File: src/rtl/jedro_1_pkg.sv
// Shared types for the jedro_1 write-back stage: result entry and arbitration source.
package jedro_1_pkg;

  localparam int unsigned WB_DATA_WIDTH = 32;
  localparam int unsigned WB_ADDR_WIDTH = 5;

  typedef struct packed {
    logic [WB_ADDR_WIDTH-1:0] addr;
    logic [WB_DATA_WIDTH-1:0] data;
  } wb_entry_t;

  typedef enum logic {
    WB_SRC_ALU = 1'b0,
    WB_SRC_LSU = 1'b1
  } wb_src_e;

endpackage

File: src/rtl/jedro_1_wb_fifo.sv
// Synchronous FIFO of write-back entries; exposes per-slot valid bits and storage
// so the owner can match pending destinations against everything still queued.
module jedro_1_wb_fifo
  import jedro_1_pkg::*;
#(
  parameter int unsigned DEPTH   = 2,
  parameter type         entry_t = wb_entry_t
) (
  input  logic                    i_clk,
  input  logic                    i_rstn,
  input  logic                    i_push,
  input  entry_t                  i_data,
  input  logic                    i_pop,
  output entry_t                  o_head,
  output logic                    o_full,
  output logic                    o_empty,
  output logic   [DEPTH-1:0]      o_vld,
  output entry_t [DEPTH-1:0]      o_entries
);

  localparam int PW = $clog2(DEPTH);

  logic   [PW-1:0]    r_wptr;
  logic   [PW-1:0]    r_rptr;
  logic   [PW:0]      r_cnt;
  entry_t [DEPTH-1:0] r_mem;
  logic               w_push;
  logic               w_pop;

  assign o_full  = (r_cnt == (PW+1)'(DEPTH));
  assign o_empty = (r_cnt == '0);
  assign w_push  = i_push && !o_full;
  assign w_pop   = i_pop && !o_empty;

  // DEPTH is a power of two, so pointer overflow is the modulo wrap.
  always_ff @(posedge i_clk) begin
    if (!i_rstn) begin
      r_wptr <= '0;
      r_rptr <= '0;
      r_cnt  <= '0;
    end else begin
      if (w_push) r_wptr <= r_wptr + 1'b1;
      if (w_pop)  r_rptr <= r_rptr + 1'b1;
      r_cnt <= r_cnt + (PW+1)'(w_push) - (PW+1)'(w_pop);
    end
  end

  always_ff @(posedge i_clk) begin
    if (w_push) r_mem[r_wptr] <= i_data;
  end

  assign o_head    = r_mem[r_rptr];
  assign o_entries = r_mem;

  for (genvar g = 0; g < DEPTH; g++) begin : g_vld
    logic [PW-1:0] w_off;
    assign w_off    = PW'(g) - r_rptr;
    assign o_vld[g] = ({1'b0, w_off} < r_cnt);
  end

endmodule

File: src/rtl/jedro_1_writeback.sv
// jedro_1 write-back: round-robin ALU/LSU arbitration onto regfile port C.
// Define JEDRO_1_WB_PENDING_EN to add the qa/qb RAW-hazard query ports.
module jedro_1_writeback
  import jedro_1_pkg::*;
#(
  parameter int unsigned DATA_WIDTH     = 32,
  parameter int unsigned REG_ADDR_WIDTH = $clog2(DATA_WIDTH),
  parameter int unsigned LSU_FIFO_DEPTH = 2
) (
  input  logic                      clk_i,
  input  logic                      rstn_i,
  input  logic                      alu_valid_i,
  output logic                      alu_ready_o,
  input  logic [REG_ADDR_WIDTH-1:0] alu_addr_i,
  input  logic [DATA_WIDTH-1:0]     alu_data_i,
  input  logic                      lsu_valid_i,
  output logic                      lsu_ready_o,
  input  logic [REG_ADDR_WIDTH-1:0] lsu_addr_i,
  input  logic [DATA_WIDTH-1:0]     lsu_data_i,
  output logic                      wpc_we_o,
  output logic [REG_ADDR_WIDTH-1:0] wpc_addr_o,
  output logic [DATA_WIDTH-1:0]     wpc_data_o
`ifdef JEDRO_1_WB_PENDING_EN
  ,
  input  logic [REG_ADDR_WIDTH-1:0] qa_addr_i,
  input  logic [REG_ADDR_WIDTH-1:0] qb_addr_i,
  output logic                      qa_pending_o,
  output logic                      qb_pending_o
`endif
);

  typedef struct packed {
    logic [REG_ADDR_WIDTH-1:0] addr;
    logic [DATA_WIDTH-1:0]     data;
  } ent_t;

  ent_t                      w_alu_ent;
  ent_t                      w_lsu_ent;
  ent_t                      w_head;
  ent_t                      w_gnt_ent;
  ent_t [LSU_FIFO_DEPTH-1:0] w_entries;
  logic [LSU_FIFO_DEPTH-1:0] w_vld;
  logic                      w_full;
  logic                      w_empty;
  logic                      w_gnt_alu;
  logic                      w_gnt_lsu;
  logic                      w_tie;
  logic                      w_push;
  logic                      w_pop;

  wb_src_e                   r_rr;
  logic                      r_we;
  logic [REG_ADDR_WIDTH-1:0] r_addr;
  logic [DATA_WIDTH-1:0]     r_data;

  assign w_alu_ent = '{addr: alu_addr_i, data: alu_data_i};
  assign w_lsu_ent = '{addr: lsu_addr_i, data: lsu_data_i};

  // No pass-through: a full FIFO refuses even if it pops this cycle.
  assign lsu_ready_o = rstn_i && !w_full;
  assign w_push      = lsu_valid_i && lsu_ready_o;

  always_comb begin
    w_tie     = alu_valid_i && !w_empty;
    w_gnt_alu = alu_valid_i && (w_empty || (r_rr == WB_SRC_LSU));
    w_gnt_lsu = !w_empty && !w_gnt_alu;
    w_gnt_ent = w_gnt_alu ? w_alu_ent : w_head;
  end

  assign alu_ready_o = rstn_i && w_gnt_alu;
  assign w_pop       = rstn_i && w_gnt_lsu;

  jedro_1_wb_fifo #(
    .DEPTH   (LSU_FIFO_DEPTH),
    .entry_t (ent_t)
  ) u_lsu_fifo (
    .i_clk     (clk_i),
    .i_rstn    (rstn_i),
    .i_push    (w_push),
    .i_data    (w_lsu_ent),
    .i_pop     (w_pop),
    .o_head    (w_head),
    .o_full    (w_full),
    .o_empty   (w_empty),
    .o_vld     (w_vld),
    .o_entries (w_entries)
  );

  // rr_q only moves on a genuine tie; x0 still consumes its grant but never writes.
  always_ff @(posedge clk_i) begin
    if (!rstn_i) begin
      r_rr   <= WB_SRC_ALU;
      r_we   <= 1'b0;
      r_addr <= '0;
      r_data <= '0;
    end else begin
      if (w_tie) r_rr <= w_gnt_alu ? WB_SRC_ALU : WB_SRC_LSU;
      r_we <= (w_gnt_alu || w_gnt_lsu) && (w_gnt_ent.addr != '0);
      if (w_gnt_alu || w_gnt_lsu) begin
        r_addr <= w_gnt_ent.addr;
        r_data <= w_gnt_ent.data;
      end
    end
  end

  assign wpc_we_o   = r_we;
  assign wpc_addr_o = r_addr;
  assign wpc_data_o = r_data;

`ifdef JEDRO_1_WB_PENDING_EN
  always_comb begin
    qa_pending_o = r_we && (r_addr == qa_addr_i);
    qb_pending_o = r_we && (r_addr == qb_addr_i);
    for (int i = 0; i < int'(LSU_FIFO_DEPTH); i++) begin
      if (w_vld[i] && (w_entries[i].addr == qa_addr_i)) qa_pending_o = 1'b1;
      if (w_vld[i] && (w_entries[i].addr == qb_addr_i)) qb_pending_o = 1'b1;
    end
    if (qa_addr_i == '0) qa_pending_o = 1'b0;
    if (qb_addr_i == '0) qb_pending_o = 1'b0;
  end
`else
  logic w_unused_pend;
  assign w_unused_pend = ^{w_vld, w_entries};
`endif

endmodule
File: config.mk
export PLATFORM = sky130hd
export DESIGN_NAME = jedro_1_writeback
export DESIGN_NICKNAME = d
export VERILOG_FILES = /design/src/rtl/jedro_1_pkg.sv /design/src/rtl/jedro_1_wb_fifo.sv /design/src/rtl/jedro_1_writeback.sv
export SDC_FILE = /design/constraint.sdc
export NUM_CORES = 1
export LEC_CHECK = 0
export CAP_MARGIN = 0
export CORE_MARGIN = 5
export CORE_UTILIZATION = 40
export DETAILED_ROUTE_END_ITERATION = 7
export DONT_BUFFER_PORTS = 1
export PLACE_DENSITY = 0.58
export RECOVER_POWER = 100
export REMOVE_ABC_BUFFERS = 1
export SLEW_MARGIN = 20
export SYNTH_ARGS = -nofsm -noshare
export SYNTH_HDL_FRONTEND = slang
export SYNTH_HIERARCHICAL = 1
export SYNTH_SLANG_ARGS = --single-unit
export TNS_END_PERCENT = 20
File: constraint.sdc
create_clock -name clk_i -period 6.2 [get_ports clk_i]
set_clock_uncertainty 0.1 [all_clocks]
set_input_delay 0.93 -clock clk_i [delete_from_list [all_inputs] [get_ports clk_i]]
set_output_delay 0.93 -clock clk_i [all_outputs]
set_load 0.005 [all_outputs]
# [Word-level counts from Yosys, hierarchy flattened]
# Index checks and enable logic that the tools add are counted.
[word_totals] register_bits=117 inputBits=78 wordCells=44
[op_classes] add_sub_neg=4 order_cmp=3 eq_ne=1 mux=7 reduce_logical=18
[op_table] cell="37-bit 2-to-1 mux" n=4
[op_table] cell="74-bit bitwise mux" n=1
[op_table] cell="37-bit demux with 1-bit select" n=1
[op_table] cell="1-bit logical AND" n=11
[op_table] cell="5-bit nonzero test" n=1
[op_table] cell="1-bit by 2-bit less-than comparator with 1-bit output, second input constant" n=2
[op_table] cell="1-bit zero test" n=3
[op_table] cell="1-bit adder, second input constant" n=2
[op_table] cell="2-bit by 1-bit adder with 2-bit output" n=1
[op_table] cell="2-bit equality test, second input constant" n=1
[op_table] cell="2-bit zero test" n=1
[op_table] cell="1-bit logical OR" n=2
[op_table] cell="2-bit by 1-bit subtractor with 2-bit output" n=1
[op_table] cell="1-bit >= comparator, second input constant" n=1
[op_table] cell="1-bit 2-to-1 mux" n=1

# [Longest topological paths before layout]
[logic_depth] depth_word=8 depth_mapped=12 mapped_depth_nobuf=10

# [Modules after synthesis]
# The synthesis kept the hierarchy.
[by_module_without_submodules] mod="jedro_1_wb_fifo" n_inst=1 cells_each=143 area_each_um2=2935.3 seq_area_each_um2=2302.2
[by_module_without_submodules] mod="jedro_1_writeback" n_inst=1 cells_each=179 area_each_um2=1660.3 seq_area_each_um2=780.7

# [Least setup slack after synthesis]
# No wires, ideal clock.
[synth_path] kind="input to register" start="input rstn_i" end="register u_lsu_fifo.r_mem (netlist bit u_lsu_fifo/o_entries[37]), enable pin" t_arrival_ps=2257 path_slack_ps=3445 path_stages=4 n_path_buf=0 path_cell_list="inv_1 > nor2_1 > and2_1 > and3_1"
[synth_via] elab_chain_cells=3
[synth_rtl] item="start, declared" line="jedro_1_writeback.sv:11" text="input logic rstn_i,"
[synth_rtl] item="1-bit logical AND" line="jedro_1_writeback.sv:60" text="assign lsu_ready_o = rstn_i && !w_full;"
[synth_rtl] item="named net lsu_ready_o" line="jedro_1_writeback.sv:17" text="output logic lsu_ready_o,"
[synth_rtl] item="1-bit logical AND" line="jedro_1_writeback.sv:61" text="assign w_push = lsu_valid_i && lsu_ready_o;"
[synth_rtl] item="named net w_push" line="jedro_1_writeback.sv:48" text="logic w_push;"
[synth_rtl] item="1-bit logical AND" line="jedro_1_wb_fifo.sv:32" text="assign w_push = i_push && !o_full;"
[synth_rtl] item="end signal, assigned by index" line="jedro_1_wb_fifo.sv:49" text="if (w_push) r_mem[r_wptr] <= i_data;"
[synth_rtl] item="end, declared" line="jedro_1_wb_fifo.sv:26" text="entry_t [DEPTH-1:0] r_mem;"
# The timed path passes the listed nets, and every way through them passes these cells.
# A chain may end at the register's enable or synchronous reset.

# [Worst setup path in the final report]
[layout_path] start="input rstn_i" end="register u_lsu_fifo.r_mem (netlist bit u_lsu_fifo/o_entries[26]), enable pin"
[layout_via] elab_chain_cells=3
[layout_rtl] item="1-bit logical AND" line="jedro_1_writeback.sv:60"
[layout_rtl] item="named net lsu_ready_o" line="jedro_1_writeback.sv:17"
[layout_rtl] item="1-bit logical AND" line="jedro_1_writeback.sv:61"
[layout_rtl] item="named net w_push" line="jedro_1_writeback.sv:48"
[layout_rtl] item="1-bit logical AND" line="jedro_1_wb_fifo.sv:32"
[layout_rtl] item="named net u_lsu_fifo.w_push" line="jedro_1_wb_fifo.sv:27" text="logic w_push;"
# The timed path passes the listed nets, and every way through them passes these cells.

==> results by group <==
Setup path
  – Terminus of the critical flop-to-flop path: u_lsu_fifo/o_entries[26]
  – Worst EP required: 6.11 ns
  – Critical path capture point: u_lsu_fifo/o_entries[26]
  – Worst Setup End Kind: register
  – Reg-to-reg slack, setup: 2.32 ns
  – RR Startpoint: u_lsu_fifo/r_cnt[0]
  – CP max FO: 21
  – Crit path kind: in -> reg
  – WP data arrival: 3.86 ns
  – R2R depth: 7
  – Setup crit start kind: input pin
  – Crit path from: rstn_i

Global routing
  – Met2 usage: 19.9%
  – First-pass GRT wire length: 12.9 mm
  – Met3 Use GR: 9.61%
  – Largest net degree at the start of global routing: 39
  – Antenna violations before repair: 0
  – Vias in the first global route: 2501
  – GRT Max-Usage Layer: met2
  – GR Util All Layers: 13.1%
  – Grt ovf: 0
  – Met1 GRT Util: 13.6%

Cells and area
  – Share of layout cells above drive strength 1: 18.6%
  – Fin nets: 406
  – Filler instances: 1022
  – Layout area overhead: 14.7%
  – Antenna Cells: 0
  – Area of the multi-input gates: 0.00136 sq mm
  – Register area: 0.00308 sq mm

Status
  – Status: complete, but fails checks
  – Failing checks: capacitance limit, slew limit

Route
  – Via density: 5.06
  – Vias: 2435
  – Number of DRC markers in iteration 0: 74
  – Final ANT Viol Nets: 0
  – DR pass1 iterations: 4
  – Post-Route WL: 8.59 mm
  – Drc violations: 0
  – Wire per inst: 17.9 microns

Timing
  – Slew margin rel.: -25.3%
  – Hold slack: 0.369 ns
  – RSZ-0062 raised after global routing: false
  – Max-slew violation count: 95
  – Final period util: 63.7%
  – TNS Setup: 0 ns
  – Fmax: 253 MHz
  – Final Hold Fails: 0
  – Final number of setup-violating endpoints: 0
  – Worst slew pin tran: 1.88 ns
  – Min Clock Period, post-route: 3.95 ns

Floorplan
  – Die Ht: 117 microns
  – Initial core utilization: 40.5%
  – Die Span X: 117 microns
  – Standard-cell rows: 39
  – Core ar.: 0.0113 sq mm
  – I/O pins: 118
  – Full die area: 0.0137 sq mm

CTS
  – # Post-CTS Setup Buffers: 0
  – CTS tree: built
  – Worst-path clk slew: 0.05 ns
  – Clk buf depth: 2
  – Worst-Skew Late Latency: 0.40 ns
  – Post-CTS Hold Buffers: 0
  – # H-tree levels: 4
  – Root buf cell: clkbuf_16
  – Clock Sink Count: 117
  – Num CTS Buffers: 17
  – Post-cts sizing count: 0

Synth
  – Cells after synthesis: 320
  – Syn Area/Cell: 14.3 sq um
  – YS warnings: 6
  – Post-Syn Area: 0.00458 sq mm

Flow run
  – Max-Cap Viols: 3

Min path
  – Worst hold path type: reg -> reg

Placed design
  – Detail Placement HPWL: 5.44 mm
  – Number of buffers added on ports: 0
  – Placer Congestion: 0.717

Power and ir drop
  – Power Dens Cells: 387 mW/mm^2
  – Maximum VDD drop: 0.163 mV
  – Leak: 1.93 nW
cell usage in the layout (no fill, tap or decap), types with 2 or more instances in the layout:
cell        instances
bufinv_16           4
nand2_1            39
and3_1              2
and2_0              2
o21ai_0            36
edfxtp_1           74
clkinvlp_4          2
inv_1               6
xnor2_1             2
ha_1                2
nor2b_1             2
dfxtp_1            43
nor2_1              6
clkbuf_1            3
o21ai_4             2
mux2_2             29
mux2_1              9
mux2i_1            36
nor4_1              2
clkinv_1            3
clkinv_2            3
clkbuf_16          17
metal layers:
layer | vias to the layer above | wire [microns]
met2 | 84 | 4030
met3 | 7 | 1100
met4 | 0 | 100
met1 | 1165 | 3360
met5 | - | 0
li1 | 1179 | -
critical path: stages:
cell and delay (ns):
inv_1 0.07, nor2_1 0.20, and2_0 0.20, and2_0 0.24, nor2b_1 1.18, clkbuf_1 1.03
registers in the layout (all words and copies together), names as in the netlist:
name	count
u_lsu_fifo/r_wptr	1
wpc_we_o	1
u_lsu_fifo/r_cnt	2
r_rr	1
wpc_data_o	32
u_lsu_fifo/r_rptr	1
wpc_addr_o	5
u_lsu_fifo/o_entries	74
worst min-delay path by stage:
stage | from | to | depth (start not counted)
2_1_floorplan | wpc_data_o[11] | wpc_data_o[11] | 2
3_3_place_gp | wpc_data_o[18] | wpc_data_o[18] | 2
3_5_place_dp | wpc_data_o[16] | wpc_data_o[16] | 2
4_1_cts | wpc_data_o[14] | wpc_data_o[14] | 2
5_1_grt | wpc_data_o[31] | wpc_data_o[31] | 2
6_report | wpc_data_o[15] | wpc_data_o[15] | 2
where the power goes:
group / switching, mW / total (mW) / internal (mW) / leakage, nW
clock network: 0.317 / 0.979 / 0.662 / 0.285
logic: 0.0733 / 0.130 / 0.0568 / 0.612
registers: 0.0323 / 0.922 / 0.889 / 1.03
total: 0.422 / 2.03 / 1.61 / 1.93
final cells by class:
type                            count  area share [%]
Clock inverter                     12            3.07
Sequential cell                   117            58.7
Clock buffer                       19            8.24
Tap cell                          143            3.41
Multi-Input combinational cell    182            25.9
Inverter                            6           0.429
Timing Repair Buffer                2           0.214
per-stage QoR:
stage	setup WS [ns]	total power, mW	std cells	util [%]	instance area [sq um]
2_1_floorplan	2.90	1.04	305	-	4460
3_3_place_gp	3.21	1.07	449	41.2	4670
3_5_place_dp	3.14	1.08	449	41.2	4670
4_1_cts	3.35	2.07	480	46.5	5260
5_1_grt	1.98	2.13	481	46.4	5250
6_report	2.25	2.03	481	46.4	5250
No activity file was read; power rests on OpenSTA's default activity.
